**src/rtl/mcp23s17_spi_responder.sv**
```systemverilog
// MCP23S17 SPI mode-0 responder (BANK=0 map): register access, sequential pointer,
// interrupt-on-change with INTF/INTCAP latching.
module mcp23s17_spi_responder #(
  parameter logic [2:0]  HW_ADDR     = 3'b000,
  parameter int unsigned SYNC_STAGES = 2
) (
  input  logic       clk,
  input  logic       rst_n,
  input  logic       sck,
  input  logic       cs,
  input  logic       mosi,
  output logic       miso,
  output logic       miso_oe,
  input  logic [7:0] gpio_a,
  input  logic [7:0] gpio_b,
  output logic       inta,
  output logic       intb
);

  typedef enum logic [2:0] {StIdle, StOpcode, StAddr, StData, StIgnore} state_e;

  localparam int unsigned InW = 19;
  // sck idles low, cs idles high
  localparam logic [InW-1:0] InRst = {1'b0, 1'b1, 1'b0, 16'h0000};

  logic [InW-1:0] in_raw, in_s;
  assign in_raw = {sck, cs, mosi, gpio_a, gpio_b};

  generate
    if (SYNC_STAGES == 0) begin : g_nosync
      assign in_s = in_raw;
    end else begin : g_sync
      logic [InW-1:0] stg_q [SYNC_STAGES];
      always_ff @(posedge clk or negedge rst_n) begin
        if (!rst_n) begin
          for (int i = 0; i < SYNC_STAGES; i++) stg_q[i] <= InRst;
        end else begin
          stg_q[0] <= in_raw;
          for (int i = 1; i < SYNC_STAGES; i++) stg_q[i] <= stg_q[i-1];
        end
      end
      assign in_s = stg_q[SYNC_STAGES-1];
    end
  endgenerate

  logic       sck_s, cs_s, mosi_s;
  logic [7:0] gpa_s, gpb_s;
  assign {sck_s, cs_s, mosi_s, gpa_s, gpb_s} = in_s;

  state_e     state_q, state_d;
  logic [2:0] cnt_q, cnt_d;
  logic [7:0] rx_q, rx_d, tx_q, tx_d, ptr_q, ptr_d;
  logic       rd_q, rd_d, miso_q, miso_d, oe_q, oe_d, sck_prev_q;
  logic [7:0] gpa_prev_q, gpb_prev_q;
  logic [7:0] iodir_a_q, iodir_a_d, iodir_b_q, iodir_b_d;
  logic [7:0] gpinten_a_q, gpinten_a_d, gpinten_b_q, gpinten_b_d;
  logic [7:0] iocon_q, iocon_d;
  logic [7:0] intf_a_q, intf_a_d, intf_b_q, intf_b_d;
  logic [7:0] intcap_a_q, intcap_a_d, intcap_b_q, intcap_b_d;
  logic       inta_q, inta_d, intb_q, intb_d;

  logic       sck_rise, sck_fall, byte_done, tx_load, clr_a, clr_b, pend_a, pend_b;
  logic [7:0] rx_byte, next_ptr, load_addr, load_data, mch_a, mch_b, base_a, base_b;

  assign sck_rise  = sck_s & ~sck_prev_q;
  assign sck_fall  = ~sck_s & sck_prev_q;
  assign rx_byte   = {rx_q[6:0], mosi_s};
  assign byte_done = sck_rise && (cnt_q == 3'd7) && !cs_s;
  assign next_ptr  = iocon_q[5] ? ptr_q : ((ptr_q == 8'h15) ? 8'h00 : ptr_q + 8'd1);
  assign load_addr = (state_q == StAddr) ? rx_byte : next_ptr;
  assign tx_load   = byte_done && rd_q && ((state_q == StAddr) || (state_q == StData));
  assign clr_a     = tx_load && ((load_addr == 8'h10) || (load_addr == 8'h12));
  assign clr_b     = tx_load && ((load_addr == 8'h11) || (load_addr == 8'h13));
  assign mch_a     = (gpa_s ^ gpa_prev_q) & gpinten_a_q;
  assign mch_b     = (gpb_s ^ gpb_prev_q) & gpinten_b_q;
  assign base_a    = clr_a ? 8'h00 : intf_a_q;
  assign base_b    = clr_b ? 8'h00 : intf_b_q;
  assign pend_a    = |intf_a_q;
  assign pend_b    = |intf_b_q;

  always_comb begin
    load_data = 8'h00;
    case (load_addr)
      8'h00:        load_data = iodir_a_q;
      8'h01:        load_data = iodir_b_q;
      8'h04:        load_data = gpinten_a_q;
      8'h05:        load_data = gpinten_b_q;
      8'h0A, 8'h0B: load_data = iocon_q;
      8'h0E:        load_data = intf_a_q;
      8'h0F:        load_data = intf_b_q;
      8'h10:        load_data = intcap_a_q;
      8'h11:        load_data = intcap_b_q;
      8'h12:        load_data = gpa_s;
      8'h13:        load_data = gpb_s;
      default:      load_data = 8'h00;
    endcase
  end

  always_comb begin
    state_d     = state_q;
    cnt_d       = cnt_q;
    rx_d        = rx_q;
    tx_d        = tx_q;
    ptr_d       = ptr_q;
    rd_d        = rd_q;
    miso_d      = miso_q;
    oe_d        = oe_q;
    iodir_a_d   = iodir_a_q;
    iodir_b_d   = iodir_b_q;
    gpinten_a_d = gpinten_a_q;
    gpinten_b_d = gpinten_b_q;
    iocon_d     = iocon_q;
    if (cs_s) begin
      state_d = StIdle;
      cnt_d   = 3'd0;
      tx_d    = 8'h00;
      miso_d  = 1'b0;
    end else if (state_q == StIdle) begin
      state_d = StOpcode;
      cnt_d   = 3'd0;
    end else begin
      if (sck_rise) begin
        rx_d  = rx_byte;
        cnt_d = cnt_q + 3'd1;
      end
      if (sck_fall && ((state_q == StAddr) || (state_q == StData))) begin
        miso_d = tx_q[7];
        tx_d   = {tx_q[6:0], 1'b0};
      end
      if (byte_done) begin
        case (state_q)
          StOpcode: begin
            if ((rx_byte[7:4] == 4'h4) && (!iocon_q[3] || (rx_byte[3:1] == HW_ADDR))) begin
              state_d = StAddr;
              rd_d    = rx_byte[0];
            end else begin
              state_d = StIgnore;
            end
          end
          StAddr: begin
            state_d = StData;
            ptr_d   = rx_byte;
          end
          StData: begin
            ptr_d = next_ptr;
            if (!rd_q) begin
              case (ptr_q)
                8'h00:        iodir_a_d   = rx_byte;
                8'h01:        iodir_b_d   = rx_byte;
                8'h04:        gpinten_a_d = rx_byte;
                8'h05:        gpinten_b_d = rx_byte;
                8'h0A, 8'h0B: iocon_d     = rx_byte & 8'h6A;
                default:      ;
              endcase
            end
          end
          default: ;
        endcase
      end
      if (tx_load) tx_d = load_data;
    end
    oe_d = !cs_s && ((state_d == StAddr) || (state_d == StData));
  end

  // A change arriving in the same cycle as a read-clear re-arms the flag.
  always_comb begin
    intf_a_d   = base_a;
    intcap_a_d = intcap_a_q;
    intf_b_d   = base_b;
    intcap_b_d = intcap_b_q;
    if ((base_a == 8'h00) && (mch_a != 8'h00)) begin
      intf_a_d   = mch_a;
      intcap_a_d = gpa_s;
    end
    if ((base_b == 8'h00) && (mch_b != 8'h00)) begin
      intf_b_d   = mch_b;
      intcap_b_d = gpb_s;
    end
    inta_d = iocon_q[6] ? (pend_a | pend_b) : pend_a;
    intb_d = iocon_q[6] ? (pend_a | pend_b) : pend_b;
    if (!iocon_q[1]) begin
      inta_d = ~inta_d;
      intb_d = ~intb_d;
    end
  end

  always_ff @(posedge clk or negedge rst_n) begin
    if (!rst_n) begin
      state_q     <= StIdle;
      cnt_q       <= 3'd0;
      rx_q        <= 8'h00;
      tx_q        <= 8'h00;
      ptr_q       <= 8'h00;
      rd_q        <= 1'b0;
      miso_q      <= 1'b0;
      oe_q        <= 1'b0;
      sck_prev_q  <= 1'b0;
      gpa_prev_q  <= 8'h00;
      gpb_prev_q  <= 8'h00;
      iodir_a_q   <= 8'hFF;
      iodir_b_q   <= 8'hFF;
      gpinten_a_q <= 8'h00;
      gpinten_b_q <= 8'h00;
      iocon_q     <= 8'h00;
      intf_a_q    <= 8'h00;
      intf_b_q    <= 8'h00;
      intcap_a_q  <= 8'h00;
      intcap_b_q  <= 8'h00;
      inta_q      <= 1'b1;
      intb_q      <= 1'b1;
    end else begin
      state_q     <= state_d;
      cnt_q       <= cnt_d;
      rx_q        <= rx_d;
      tx_q        <= tx_d;
      ptr_q       <= ptr_d;
      rd_q        <= rd_d;
      miso_q      <= miso_d;
      oe_q        <= oe_d;
      sck_prev_q  <= sck_s;
      gpa_prev_q  <= gpa_s;
      gpb_prev_q  <= gpb_s;
      iodir_a_q   <= iodir_a_d;
      iodir_b_q   <= iodir_b_d;
      gpinten_a_q <= gpinten_a_d;
      gpinten_b_q <= gpinten_b_d;
      iocon_q     <= iocon_d;
      intf_a_q    <= intf_a_d;
      intf_b_q    <= intf_b_d;
      intcap_a_q  <= intcap_a_d;
      intcap_b_q  <= intcap_b_d;
      inta_q      <= inta_d;
      intb_q      <= intb_d;
    end
  end

  assign miso    = miso_q;
  assign miso_oe = oe_q;
  assign inta    = inta_q;
  assign intb    = intb_q;

endmodule
```
**config.mk**
```make
export PLATFORM = sky130hd
export DESIGN_NAME = mcp23s17_spi_responder
export DESIGN_NICKNAME = d
export VERILOG_FILES = /design/src/rtl/mcp23s17_spi_responder.sv
export SDC_FILE = /design/constraint.sdc
export NUM_CORES = 1
export LEC_CHECK = 0
export BUFFER_PORTS_ARGS = -buffer_cell sky130_fd_sc_hd__buf_2
export CAP_MARGIN = 5
export CORE_UTILIZATION = 55
export DETAILED_ROUTE_END_ITERATION = 6
export PLACE_DENSITY_LB_ADDON = 0.2
export SLEW_MARGIN = 15
export SYNTH_ARGS = -nofsm -noshare
export SYNTH_HDL_FRONTEND = slang
export SYNTH_SLANG_ARGS = --single-unit
```
**constraint.sdc**
```tcl
create_clock -name clk -period 2.7 [get_ports clk]
set_input_delay 0.54 -clock clk [delete_from_list [all_inputs] [get_ports clk]]
set_output_delay 0.54 -clock clk [all_outputs]
set_load 0.005 [all_outputs]
```
After elaboration in Yosys (flattened, before gate mapping)
Cells that the tools add are included.

Flip-flop bits (word level): 157. Latch bits: 0. RAM bits: 0. ROM bits: 0. Input port bits: 21. Output and inout port bits: 4. Word-level logic and storage cells: 137. Memories: 0.

Add/sub/neg operators: 2. Multipliers: 0. Divide/modulo/power cells: 0. Order comparisons: 0. Equal/unequal tests: 25. Shifts and indexed selects: 0. Muxes and demuxes: 28. Bitwise gates (word level): 14. Reduce and logical (&&, ||, !) cells: 44.

Operators with widths (count): 8-bit two-way mux (11); 8-bit one-hot mux with 11 select lines (1); 8-bit by 4-bit == test with 1-bit output (second input constant) (6); 8-bit by 5-bit == test with 1-bit output (second input constant) (5); 8-bit by 3-bit == test with 1-bit output (second input constant) (4); 8-bit zero test (4); 6-bit AND reduction (5); 3-bit two-way mux (7); 8-bit AND (2); 8-bit by 1-bit == test with 1-bit output (second input constant) (2); 8-bit one-hot mux with 2 select lines (1); 8-bit nonzero test (2); 8-bit OR reduction (2); 8-bit XOR (2); 3-bit by 2-bit == test with 1-bit output (second input constant) (4); 1-bit logical AND (11); 8-bit by 1-bit adder with 8-bit output (second input constant) (1); 1-bit two-way mux (7); 1-bit NOT (7); 3-bit zero test (2); 3-bit one-hot mux with 2 select lines (1); 3-bit nonzero test (2); 1-bit logical OR (5); 5-bit AND reduction (1); 13 further kinds (18).

Depth between registers and ports, before layout
Depth after elaboration: 11. Depth in mapped cells: 11. Mapped depth without buffers: 9.

Worst setup path after synthesis
No wires, ideal clock.

Path kind: reg-to-reg. Start: register ptr_q[1]. End: register intcap_a_q[0]. Setup time: 0.125 ns. Data arrival time: 2.560 ns. Data required time: 2.575 ns. Path slack: 0.015 ns. Stages on the path, launching flop included: 10. Path buffers: 1. Clock period less this slack: 2.685 ns. Cells stage by stage: dfrtp_1 > ha_1 > and4b_1 > buf_2 > nand3_1 > a211oi_2 > o211ai_4 > o31a_4 > o21bai_4 > mux2_4.

Word-level cells in the longest chain between the ends: 10. Elaborated cells on any way between the ends: 12. Classes of those cells: 1 x add/sub; 3 x eq/ne; 4 x mux; 4 x reduce/logical.

Ends and longest elaborated chain: from (decl) (line 52) `logic [7:0] rx_q, rx_d, tx_q, tx_d, ptr_q, ptr_d;`; from (signal assigned) (line 216) `ptr_q <= ptr_d;`; 8-bit by 1-bit adder with 8-bit output or 8-bit by 5-bit == test with 1-bit output (tied branches) (line 69) `assign next_ptr = iocon_q[5] ? ptr_q : ((ptr_q == 8'h15) ? 8'h00 : ptr_q + 8'd1);`; 8-bit two-way mux (line 69); 8-bit two-way mux (*) (line 69); 8-bit two-way mux (*) (line 70) `assign load_addr = (state_q == StAddr) ? rx_byte : next_ptr;`; 8-bit by 5-bit == test with 1-bit output (line 72) `assign clr_a = tx_load && ((load_addr == 8'h10) || (load_addr == 8'h12));`; 1-bit logical OR (*) (line 72); 1-bit logical AND (*) (line 72); 8-bit two-way mux (*) (line 76) `assign base_a = clr_a ? 8'h00 : intf_a_q;`; 8-bit zero test (*) (line 171) `if ((base_a == 8'h00) && (mch_a != 8'h00)) begin`; 1-bit logical AND (*) (line 171); to (signal assigned) (line 230) `intcap_a_q <= intcap_a_d;`; to (decl) (line 59) `logic [7:0] intcap_a_q, intcap_a_d, intcap_b_q, intcap_b_d;`.

Every way passes the cells marked *; elsewhere a longest branch is shown, timed or not. A chain may end at the register's enable or synchronous reset.

Final worst setup path
Start: register ptr_q[0]. End: register tx_q[7].

Word-level cells in the longest chain between the ends: 10. Elaborated cells on any way between the ends: 22. Classes of those cells: 1 x add/sub; 12 x eq/ne; 7 x mux; 2 x reduce/logical.

Ends and longest elaborated chain: 8-bit by 1-bit adder with 8-bit output or 8-bit by 5-bit == test with 1-bit output (tied branches) (line 69); 8-bit two-way mux (line 69); 8-bit two-way mux (*) (line 69); 8-bit two-way mux (*) (line 70); 8-bit by 4-bit == test with 1-bit output (line 83) `case (load_addr)`; 2-bit OR reduction (line 83); 8-bit one-hot mux with 11 select lines (*) (line 83); 8-bit two-way mux (*) (line 160) `if (tx_load) tx_d = load_data;`; 8-bit two-way mux (*) (line 118) `end else if (state_q == StIdle) begin`; 8-bit two-way mux (*) (line 113) `if (cs_s) begin`; to (signal assigned) (line 215) `tx_q <= tx_d;`; to (decl) (line 52).

Every way passes the cells marked *; elsewhere a longest branch is shown, timed or not. The select of a mux whose other input is x is not followed.

==> results.json <==
{
  "ir_worst_vdd_uv": 605,
  "utilization_pct": 68.7,
  "numCtsBuffers": 17,
  "core_area_um2": 13300,
  "cp_cell_sequence": "ha_4 > and4b_2 > buf_6 > buf_4 > o31a_1 > a221oi_4 > o2111ai_4 > o221a_1 > o211ai_1",
  "start_util_pct": 56.7,
  "synth.largest_area_cell": "dfrtp_1",
  "core.rowCount": 42,
  "drt_first_pass_iters": 6,
  "setup_viol": 0,
  "synth_top_area_share_pct": 45.5,
  "grt_overflow_total": 0,
  "max_slew_margin_pct": 58.2,
  "dieArea_um2": 14200,
  "hp-class": "primary input to asynchronous set/reset pin",
  "cts_buffer_depth": 2,
  "cts.sinks": 157,
  "synth_area_per_cell_um2": 11.8,
  "antenna_found_initial": 0,
  "grt_max_degree": 58,
  "wl_um": 19500,
  "synth_edf_count": 0,
  "cp_num_buf_inv": 2,
  "period_share_pct": 99.4,
  "syn-num-nets": 667,
  "drtIter0Drc": 426,
  "final_cell_mix": "dfrtp_1, nand2_1, buf_4, mux2_2, nor2_1",
  "die_w_um": 119,
  "finalNonFillerCells": 910,
  "critical_path_arrival_ns": 3.02,
  "syn_area_um2": 7540,
  "viasPerCell": 6.03,
  "critPathTopFamily": "compound AO/OA/AOI/OAI gates",
  "synth_top_family_by_area": "multiplexers",
  "portBuffers": 24,
  "ant_nets": 0,
  "wire_per_inst_um": 21.5,
  "syn2layout_area_growth_pct": 21.3,
  "r2r_setup_slack_ns": 0.02,
  "synthSimpleGateAreaFrac_pct": 14.4,
  "dpl_cell_area_um2": 8180,
  "cts_tree": "yes",
  "cp-end-kind": "flip-flop",
  "cp_max_fo": 8,
  "final_area_um2": 9140,
  "use_met2_pct": 48.4,
  "grt_pass1_wl_um": 30700,
  "busiest_layer": "met2",
  "use_met3_pct": 5.17,
  "grt_pass1_vias": 5509,
  "cts_hold_buf": 0,
  "slowest_stage": "dfrtp_2",
  "dp.cells": 862,
  "clkLatencyLatePin_ns": 0.43,
  "final_max_slew_viol_count": 0,
  "layout_commonest_cell": "dfrtp_1",
  "period_needed_ns": 2.68,
  "nets": 748,
  "worst_pin_slew_ns": 0.622,
  "synth_mux_area_share_pct": 15.0,
  "clk_pin_slew_worst_paths_ns": 0.07,
  "yosysSeqAreaShare_pct": 52.5,
  "hold_ws_ns": 0.0574,
  "h-tree-depth": 4,
  "crit_type": "flip-flop to flip-flop",
  "finalHoldViolations": 0,
  "drive_gt1_share_pct": 35.1,
  "n_antenna_cell": 0,
  "cp.required_ns": 3.04,
  "drc_errors": 0,
  "final.setup.tns_ns": 0,
  "drv_cap": 0,
  "synthTopCellsByArea": "dfrtp_1, dfstp_2, mux2_2",
  "synth-xor-area-share_pct": 2.56,
  "ys_types": 77,
  "setup_ws_ns": 0.0170,
  "rsz0062_at_grt": "true",
  "fmax_ghz": 0.373,
  "post-place-ws_ns": -0.232,
  "skew_ns": 0.0115,
  "outcome": "finished, final reports clean",
  "place_congestion": 0.900,
  "die_y_um": 119,
  "post-dp-hpwl_um": 14100,
  "crit_path_max_incr_delay_ns": 0.47,
  "yosys.area_share.adder_pct": 0.996,
  "cts_root_buffer": "clkbuf_16",
  "syn_inst": 640,
  "synth_seq_cells": 157,
  "powerDensity_nw_per_um2": 594,
  "vias": 5491,
  "async_flop_share_pct": 100,
  "cp-start-kind": "flip-flop",
  "grt_use_met1_pct": 37.0,
  "pin_count": 25,
  "leakagePower_nw": 4.22,
  "synth_compound_area_share_pct": 12.2,
  "power.total_mw": 5.43,
  "ys_warn_count": 0,
  "grt.total_usage_pct": 29.0,
  "ys.flop_type": "dfrtp_1"
}
-- repair_timing --
item / CTS / global route
cloned: 0 / 1
gates resized for setup: 6 / 35
endpoints found under the setup margin: 40 / 40
pin swaps: 3 / 13
endpoints found under the hold margin: 0 / 0
setup buffers: 5 / 11
-- worst paths after layout --
path / startpoint / cells after the start / end
setup / recovery: ptr_q[0]$_DFFE_PN0P_ / 9 / tx_q[7]$_DFFE_PN0P_
hold / removal: rst_n / 1 / rx_q[5]$_DFFE_PN0P_
setup reg to reg: ptr_q[0]$_DFFE_PN0P_ / 9 / tx_q[7]$_DFFE_PN0P_
hold reg to reg: g_sync.stg_q[34]$_DFF_PN0_ / 0 / in_s[15]$_DFF_PN0_
max in group asynchronous: rst_n / 2 / iodir_b_q[7]$_DFFE_PN1P_
min in group clk: cs / 1 / g_sync.stg_q[36]$_DFF_PN1_
-- flip-flops by register name, indices dropped and copies added (netlist names), 4 cells and up --
| signal | flops |
|---|---|
| g_sync.stg_q | 19 |
| gpa_prev_q | 8 |
| gpb_prev_q | 8 |
| gpinten_a_q | 8 |
| gpinten_b_q | 8 |
| in_s | 19 |
| intcap_a_q | 8 |
| intcap_b_q | 8 |
| intf_a_q | 8 |
| intf_b_q | 8 |
| iocon_q | 4 |
| iodir_a_q | 8 |
| iodir_b_q | 8 |
| ptr_q | 8 |
| rx_q | 7 |
| tx_q | 8 |
-- area by class of cell --
class	instances	area (um2)
clock buffer	17	425
inverter	6	22.5
clock inverter	15	228
tap	176	220
timing repair buffer	95	709
fill	965	4160
multi-input combinational	444	3580
sequential	157	3960
-- per-layer routing --
metal | wire, um | part of all wire [%]
met5 | 0 | 0
met4 | 645 | 3.3
met3 | 751 | 3.8
met2 | 9860 | 50
met1 | 8290 | 42
-- logic make-up (layout without fill, tap and decap cells) --
family	count (synthesis)	in the layout
flops	157	157
fa+ha+maj	6	6
compound gates	113	113
xor+xnor	22	22
buf+inv	39	133
simple gates	205	205
mux	98	98
-- cells in the mapped netlist, types with 7 or more instances --
library cell and n:
buf_2 11, mux2_4 17, nor3_1 16, dfrtp_1 137
o211ai_1 7, o21ai_0 14, o221ai_1 10, nor2_1 37
mux2_2 39, a21oi_1 20, nand2_1 70, clkbuf_1 16
mux2_1 10, dfstp_2 20, xor2_1 20, mux2i_1 32
nand3_1 16, o21ai_1 13
-- report_power, final --
| part | switching, mW | internal (mW) |
|---|---|---|
| sequential | 0.0648 | 2.43 |
| clock | 1.05 | 1.59 |
| combinational | 0.198 | 0.104 |
Power figures use the tool's default switching activity.
